`config.mk`:
```
export PLATFORM = sky130hd
export DESIGN_NAME = ewrapper_link_tx_mux
export DESIGN_NICKNAME = d
export VERILOG_FILES = /design/src/rtl/ewrapper_link_pkg.sv /design/src/rtl/ewrapper_link_rr_arb.sv /design/src/rtl/ewrapper_link_tx_mux.sv
export SDC_FILE = /design/constraint.sdc
export NUM_CORES = 1
export LEC_CHECK = 0
export CAP_MARGIN = 0
export CORE_AREA = 4 4 170 172
export DETAILED_ROUTE_END_ITERATION = 10
export DIE_AREA = 0 0 174 176
export DONT_BUFFER_PORTS = 1
export GPL_TIMING_DRIVEN = 1
export SKIP_CTS_REPAIR_TIMING = 1
export SLEW_MARGIN = 0
export SYNTH_ARGS = -nofsm -noshare
export SYNTH_HDL_FRONTEND = slang
export SYNTH_SLANG_ARGS = --single-unit
```
`constraint.sdc`:
```
create_clock -name txo_lclk -period 31 [get_ports txo_lclk]
set_input_delay 7.75 -clock txo_lclk [delete_from_list [all_inputs] [get_ports txo_lclk]]
set_output_delay 7.75 -clock txo_lclk [all_outputs]
set_load 0.05 [all_outputs]
```
`src/rtl/ewrapper_link_pkg.sv`:
```
// Shared constants, command-byte layout and FSM encoding for the link TX mux.
package ewrapper_link_pkg;

  localparam int PKT_BYTES = 16;

  // Bit positions inside command byte B0
  localparam int B0_ACCESS_BIT = 0;
  localparam int B0_WRITE_BIT  = 1;
  localparam int B0_DM_LSB     = 2;
  localparam int B0_CTRL_LSB   = 4;

  typedef enum logic [1:0] {
    ST_IDLE = 2'd0,
    ST_SEND = 2'd1,
    ST_GAP  = 2'd2
  } tx_state_e;

  // Serialises one emesh transaction into wire order: byte k at [8k+7:8k],
  // multi-byte fields most-significant byte first.
  function automatic logic [8*PKT_BYTES-1:0] build_pkt(
    input logic        write,
    input logic [1:0]  datamode,
    input logic [3:0]  ctrlmode,
    input logic [31:0] dstaddr,
    input logic [31:0] data,
    input logic [31:0] srcaddr
  );
    logic [7:0] b0;
    b0 = '0;
    b0[B0_ACCESS_BIT]     = 1'b1;
    b0[B0_WRITE_BIT]      = write;
    b0[B0_DM_LSB +: 2]    = datamode;
    b0[B0_CTRL_LSB +: 4]  = ctrlmode;
    build_pkt = {24'h000000,
                 srcaddr[7:0], srcaddr[15:8], srcaddr[23:16], srcaddr[31:24],
                 data[7:0], data[15:8], data[23:16], data[31:24],
                 dstaddr[7:0], dstaddr[15:8], dstaddr[23:16], dstaddr[31:24],
                 b0};
  endfunction

endpackage

```
`src/rtl/ewrapper_link_rr_arb.sv`:
```
// Round-robin arbiter: one-hot grant to the first requester after last_i.
module ewrapper_link_rr_arb #(
  parameter int NCH = 2,
  localparam int LW = (NCH > 1) ? $clog2(NCH) : 1
) (
  input  logic [NCH-1:0] req_i,
  input  logic [LW-1:0]  last_i,
  output logic [NCH-1:0] gnt_o
);

  logic          found;
  logic [LW-1:0] idx;

  // Search starts one past the previous winner and wraps modulo NCH
  always_comb begin
    gnt_o = '0;
    found = 1'b0;
    idx   = '0;
    for (int k = 1; k <= NCH; k++) begin
      idx = LW'((int'(last_i) + k) % NCH);
      if (!found && req_i[idx]) begin
        gnt_o[idx] = 1'b1;
        found      = 1'b1;
      end
    end
  end

endmodule

```
`src/rtl/ewrapper_link_tx_mux.sv`:
```
// Multiplexes NCH emesh sources onto the link, one 16-byte packet at a time.
//
// Source handshake: a channel offers a transaction by raising access; it is
// taken on the edge where access=1 and its holding slot is free (wr_wait=0),
// or on the edge the slot is granted away. wr_wait mirrors the slot state.
module ewrapper_link_tx_mux
  import ewrapper_link_pkg::*;
#(
  parameter int NCH      = 2,
  parameter int BYTES    = 8,
  parameter int IDLE_GAP = 0
) (
  input  logic               txo_lclk,
  input  logic               reset,
  input  logic [NCH-1:0]     emesh_access_outb,
  input  logic [NCH-1:0]     emesh_write_outb,
  input  logic [2*NCH-1:0]   emesh_datamode_outb,
  input  logic [4*NCH-1:0]   emesh_ctrlmode_outb,
  input  logic [32*NCH-1:0]  emesh_dstaddr_outb,
  input  logic [32*NCH-1:0]  emesh_srcaddr_outb,
  input  logic [32*NCH-1:0]  emesh_data_outb,
  output logic [NCH-1:0]     emesh_wr_wait_inb,
  input  logic               txo_wr_wait,
  input  logic               txo_rd_wait,
  output logic [9*BYTES-1:0] tx_in,
  output tx_state_e          dbg_state_o
);

  localparam int BEATS = PKT_BYTES / BYTES;
  localparam int BW    = (BEATS > 1) ? $clog2(BEATS) : 1;
  localparam int LW    = (NCH > 1) ? $clog2(NCH) : 1;
  localparam int PW    = 8 * PKT_BYTES;
  localparam logic [BW-1:0] LAST_BEAT = BW'(BEATS - 1);
  localparam logic [2:0]    GAP_LAST  = (IDLE_GAP > 0) ? 3'(IDLE_GAP - 1) : 3'd0;

  tx_state_e          state_q, state_d;
  logic [BW-1:0]      beat_q, beat_d;
  logic [2:0]         gap_q, gap_d;
  logic [LW-1:0]      last_q, last_d;
  logic [PW-1:0]      pkt_q, pkt_d;
  logic [9*BYTES-1:0] tx_q, tx_d;

  logic [NCH-1:0]     hold_valid_q, hold_wr_q;
  logic [PW-1:0]      hold_pkt_q [NCH];

  logic [NCH-1:0]     eligible, gnt, clr;
  logic               take;
  logic [PW-1:0]      sel_pkt;
  logic [LW-1:0]      gnt_idx;

  function automatic logic [9*BYTES-1:0] beat_word(input logic [PW-1:0] p,
                                                   input logic [BW-1:0] j);
    beat_word = {{BYTES{1'b1}}, p[j*8*BYTES +: 8*BYTES]};
  endfunction

  // Link waits only gate channels at grant time; a started packet runs out
  always_comb begin
    eligible = '0;
    for (int i = 0; i < NCH; i++) begin
      eligible[i] = hold_valid_q[i] & (hold_wr_q[i] ? ~txo_wr_wait : ~txo_rd_wait);
    end
  end

  ewrapper_link_rr_arb #(.NCH(NCH)) u_arb (
    .req_i  (eligible),
    .last_i (last_q),
    .gnt_o  (gnt)
  );

  // One-hot grant to packet and channel index
  always_comb begin
    sel_pkt = '0;
    gnt_idx = '0;
    for (int i = 0; i < NCH; i++) begin
      if (gnt[i]) begin
        sel_pkt = sel_pkt | hold_pkt_q[i];
        gnt_idx = LW'(i);
      end
    end
  end

  // Next state: the final GAP cycle doubles as the idle decision point so the
  // wire carries exactly IDLE_GAP blank cycles between packets under load.
  always_comb begin
    state_d = state_q;
    beat_d  = beat_q;
    gap_d   = gap_q;
    last_d  = last_q;
    pkt_d   = pkt_q;
    tx_d    = '0;
    take    = 1'b0;
    clr     = '0;
    case (state_q)
      ST_IDLE: take = 1'b1;
      ST_SEND: begin
        if (beat_q == LAST_BEAT) begin
          if (IDLE_GAP > 0) begin
            state_d = ST_GAP;
            gap_d   = 3'd0;
          end else begin
            take = 1'b1;
          end
        end else begin
          beat_d = beat_q + 1'b1;
          tx_d   = beat_word(pkt_q, beat_q + 1'b1);
        end
      end
      ST_GAP: begin
        if (gap_q == GAP_LAST) take = 1'b1;
        else                   gap_d = gap_q + 3'd1;
      end
      default: state_d = ST_IDLE;
    endcase
    if (take) begin
      gap_d = 3'd0;
      if (|gnt) begin
        state_d = ST_SEND;
        beat_d  = '0;
        pkt_d   = sel_pkt;
        last_d  = gnt_idx;
        tx_d    = beat_word(sel_pkt, '0);
        clr     = gnt;
      end else begin
        state_d = ST_IDLE;
      end
    end
  end

  // Engine registers; reset abandons any packet in flight
  always_ff @(posedge txo_lclk) begin
    if (reset) begin
      state_q <= ST_IDLE;
      beat_q  <= '0;
      gap_q   <= 3'd0;
      last_q  <= LW'(NCH - 1);
      pkt_q   <= '0;
      tx_q    <= '0;
    end else begin
      state_q <= state_d;
      beat_q  <= beat_d;
      gap_q   <= gap_d;
      last_q  <= last_d;
      pkt_q   <= pkt_d;
      tx_q    <= tx_d;
    end
  end

  // Holding slots: a new capture wins over the grant-clear on the same edge
  always_ff @(posedge txo_lclk) begin
    if (reset) begin
      hold_valid_q <= '0;
    end else begin
      for (int i = 0; i < NCH; i++) begin
        if (emesh_access_outb[i] && (!hold_valid_q[i] || clr[i])) begin
          hold_valid_q[i] <= 1'b1;
          hold_wr_q[i]    <= emesh_write_outb[i];
          hold_pkt_q[i]   <= build_pkt(emesh_write_outb[i],
                                       emesh_datamode_outb[2*i +: 2],
                                       emesh_ctrlmode_outb[4*i +: 4],
                                       emesh_dstaddr_outb[32*i +: 32],
                                       emesh_data_outb[32*i +: 32],
                                       emesh_srcaddr_outb[32*i +: 32]);
        end else if (clr[i]) begin
          hold_valid_q[i] <= 1'b0;
        end
      end
    end
  end

  assign emesh_wr_wait_inb = hold_valid_q;
  assign tx_in             = tx_q;
  assign dbg_state_o       = state_q;

endmodule
```
==> summary.txt <==
Synth
  – Number of synthesized flops with an enable pin: 206
  – Main synth FF type: edfxtp_1
  – Ys Warns: 0
  – Synthesized netlist net count: 872
  – Synth Register Bits: 316
  – Ys async rst share: 0%
  – Post-synthesis cell type count: 37
  – Mean area per synthesized cell: 16.46 µm²
  – Seq/Total Area, Yosys: 77.20%
  – Synthesized area: 0.01087 mm²
  – Mapped Cells: 660

Timing
  – RSZ-0062 raised after global routing: no
  – Setup ws final: 21.25 ns
  – Slew margin rel.: 15.43%
  – Worst slew pin tran: 1.267 ns
  – Min Tclk post-route: 9.753 ns
  – Setup Viol. Count Final: 0
  – Final Cycle Share: 31.46%
  – Setup TNS: 0 ns
  – Slew Limit Fails: 0
  – Worst hold slack: 0.4431 ns
  – Final hold viol count: 0
  – FMAX: 102.5 MHz
  – Fin Clk Skew: 0.01646 ns

Die
  – Die W: 174 µm
  – Cell row count: 61
  – Die area: 0.03062 mm²
  – Die Y: 176 µm
  – Core area: 0.02748 mm²
  – Initial Util: 39.54%
  – Ports: 288

Critical path
  – Cell Chain, Critical Path: nor4bb_1 > a221oi_4 > buf_4 > o21ai_1 > nor3b_2 > buf_4
  – RR Startpoint: hold_pkt_q[0][0]
  – Setup CP Type: primary input to flip-flop
  – Critical path's slowest cell: buf_4
  – WP data required: 31.12 ns
  – Crit path max-delay family: buffers and inverters
  – WP data arrival: 9.87 ns
  – Crit-path max cell delay: 0.65 ns
  – Worst path bufs/invs: 2
  – Most numerous cell on the critical path: buf_4
  – R2R setup slack: 27.99 ns
  – Reg2Reg Depth: 6
  – Reg2reg end: hold_pkt_q[0][127]
  – Worst setup SP type: primary input
  – Crit end category: flip-flop
  – CP Max Fanout: 57

Cells and area
  – Area occupied by registers: 0.008392 mm²
  – Layout cells sized above 1: 12.59%
  – Area of the multi-input gates: 0.002205 mm²
  – Non-Filler Instances: 1,022
  – Fill cell count: 2,390
  – P&R area growth vs syn: 12.26%
  – Final nets: 862

Global routing
  – Global-route wire length before repair: 39,270 µm
  – Grt total ovfl: 0
  – Pin count of the biggest net entering global routing: 77
  – Number of global-route vias before repair: 6,032
  – Total Routing Usage GR: 16.79%
  – Initial antenna violation count: 11

Routing
  – Drt pass-1 iters: 4
  – Iter 0 DRT Violations: 351
  – DR vias: 5,862
  – Antenna-violating nets left: 0
  – # DRC: 0
  – Vias per cell: 5.736
  – WL final: 26,320 µm
  – WL per Instance: 25.75 µm

Placement
  – Post-Place Worst Slack: 20.73 ns
  – Cells after DPL: 960
  – GP Congestion: 0.7853
  – DP HPWL: 16,810 µm
  – PortBufs: 0

Clock network
  – Clk buf depth: 3
  – Total CTS buffers: 34
  – Clk_lat worst skew: 0.50 ns
  – CTS Root Cell: clkbuf_16
  – # H-tree levels: 2
  – CTS tree: yes
  – Clock slew at reported path FFs: 0.06 ns
  – Clock sinks: 316

Power
  – Leakage: 4.090 nW
  – Final Power: 0.9176 mW
  – Max IR drop VDD: 55.07 µV
  – PwrDens: 75.22 mW/mm²

Hold path
  – Worst Hold Launch: hold_pkt_q[0][151]
  – Worst hold stages: 1
  – Min-delay worst type: flip-flop to flip-flop
  – Min-Delay Endpoint: tx_in[49]

Job
  – Maxcap violations: 0

Run status
  – Status: complete, no violations
==> metrics by stage <==
step | util [%] | cell area [µm²]
final | 44.39 | 12200
after global routing | 44.39 | 12200
after CTS | 44.39 | 12200
after detailed placement | 40.59 | 11150
after global placement | 40.59 | 11150
after floorplan | - | 10870
==> final cells by class <==
| type | instances | share of cell area [%] |
|---|---|---|
| inverters | 3 | 0.09232 |
| clock inverters | 10 | 0.4616 |
| multi-input cells | 280 | 18.07 |
| repair buffers | 15 | 0.9232 |
| diodes | 1 | 0.02052 |
| well taps | 346 | 3.549 |
| flip-flops and latches | 316 | 68.80 |
| clock buffers | 51 | 8.083 |
==> worst max path at each step <==
stage	cells past startpoint	slack, ns	startpoint	to
detailed placement	6	20.73	txo_rd_wait	hold_pkt_q[0][126]
finish	6	21.25	txo_rd_wait	hold_pkt_q[0][127]
CTS	6	21.25	txo_rd_wait	hold_pkt_q[0][129]
floorplan	5	14.05	txo_rd_wait	hold_pkt_q[0][103]
global placement	6	20.81	txo_rd_wait	hold_pkt_q[0][114]
global route	6	21.11	txo_rd_wait	hold_pkt_q[0][187]
==> layer usage <==
metal  routed length, µm  GRT usage [%]  vias to the layer above
met1               10920          21.88                     2862
met2               12000          25.96                      298
li1                    -              -                     2607
met4                 749          5.279                       20
met3                2512          6.745                       75
met5                 142              0                        -
==> state kept, by name, indices dropped and copies added, names as in the netlist <==
name,cells
emesh_wr_wait_inb,2
hold_pkt_q,206
tx_in,65
pkt_q,40
last_q,1
beat_q,1
dbg_state_o,1
==> Yosys cell counts (2+ instances only) <==
master / number / area (µm²)
buf_4: 11 / 82.58
edfxtp_1: 206 / 6186
and2_1: 5 / 31.28
nor4b_2: 10 / 150.1
inv_1: 3 / 11.26
nand3b_1: 2 / 15.01
a21oi_1: 41 / 205.2
a32oi_1: 35 / 306.5
nor2b_1: 5 / 31.28
nor2_1: 2 / 7.510
dfxtp_1: 110 / 2202
nor3b_1: 42 / 315.3
o21ai_1: 2 / 10.01
a21o_1: 24 / 180.2
buf_1: 3 / 11.26
a221o_1: 45 / 450.4
buf_2: 19 / 95.09
nor4b_1: 15 / 131.4
clkbuf_1: 28 / 105.1
nand3_1: 35 / 175.2
==> layout by cell type, fill, tap and decap left out, types with 2 or more instances in the layout <==
cell	n
nor4b_1	15
clkbuf_8	5
a221o_1	45
o21ai_1	2
clkinvlp_4	2
a21oi_1	41
clkbuf_1	11
nor4b_2	10
clkinv_2	5
dfxtp_1	109
nor3b_1	40
nor2b_1	4
a32oi_1	35
edfxtp_1	206
nor3b_2	2
nor2_1	2
clkbuf_16	35
nand3b_1	2
and2_1	4
a21o_1	24
nand3_1	35
inv_1	3
buf_4	15
clkinv_1	2
==> where the power goes <==
| group | internal [mW] | leakage (nW) | switching (mW) | total, mW |
|---|---|---|---|---|
| Sequential | 0.473 | 2.81 | 0.0288 | 0.501 |
| Clock | 0.220 | 0.508 | 0.154 | 0.374 |
| Combinational | 0.0127 | 0.770 | 0.0290 | 0.0418 |
| Total | 0.705 | 4.09 | 0.212 | 0.918 |
==> kinds of logic (layout without fill, tap and decap cells) <==
group / after synthesis / in the layout / synth area share, %
AOI/OAI and AO/OA: 152 / 152 / 11.24
and+or+nand+nor: 125 / 125 / 8.498
DFF: 316 / 316 / 77.20
muxes: 2 / 2 / 0.2188
buffers and inverters: 64 / 79 / 2.810
other: 1 / 2 / 0.03451
Note: power is estimated with default switching activity, not from simulation.
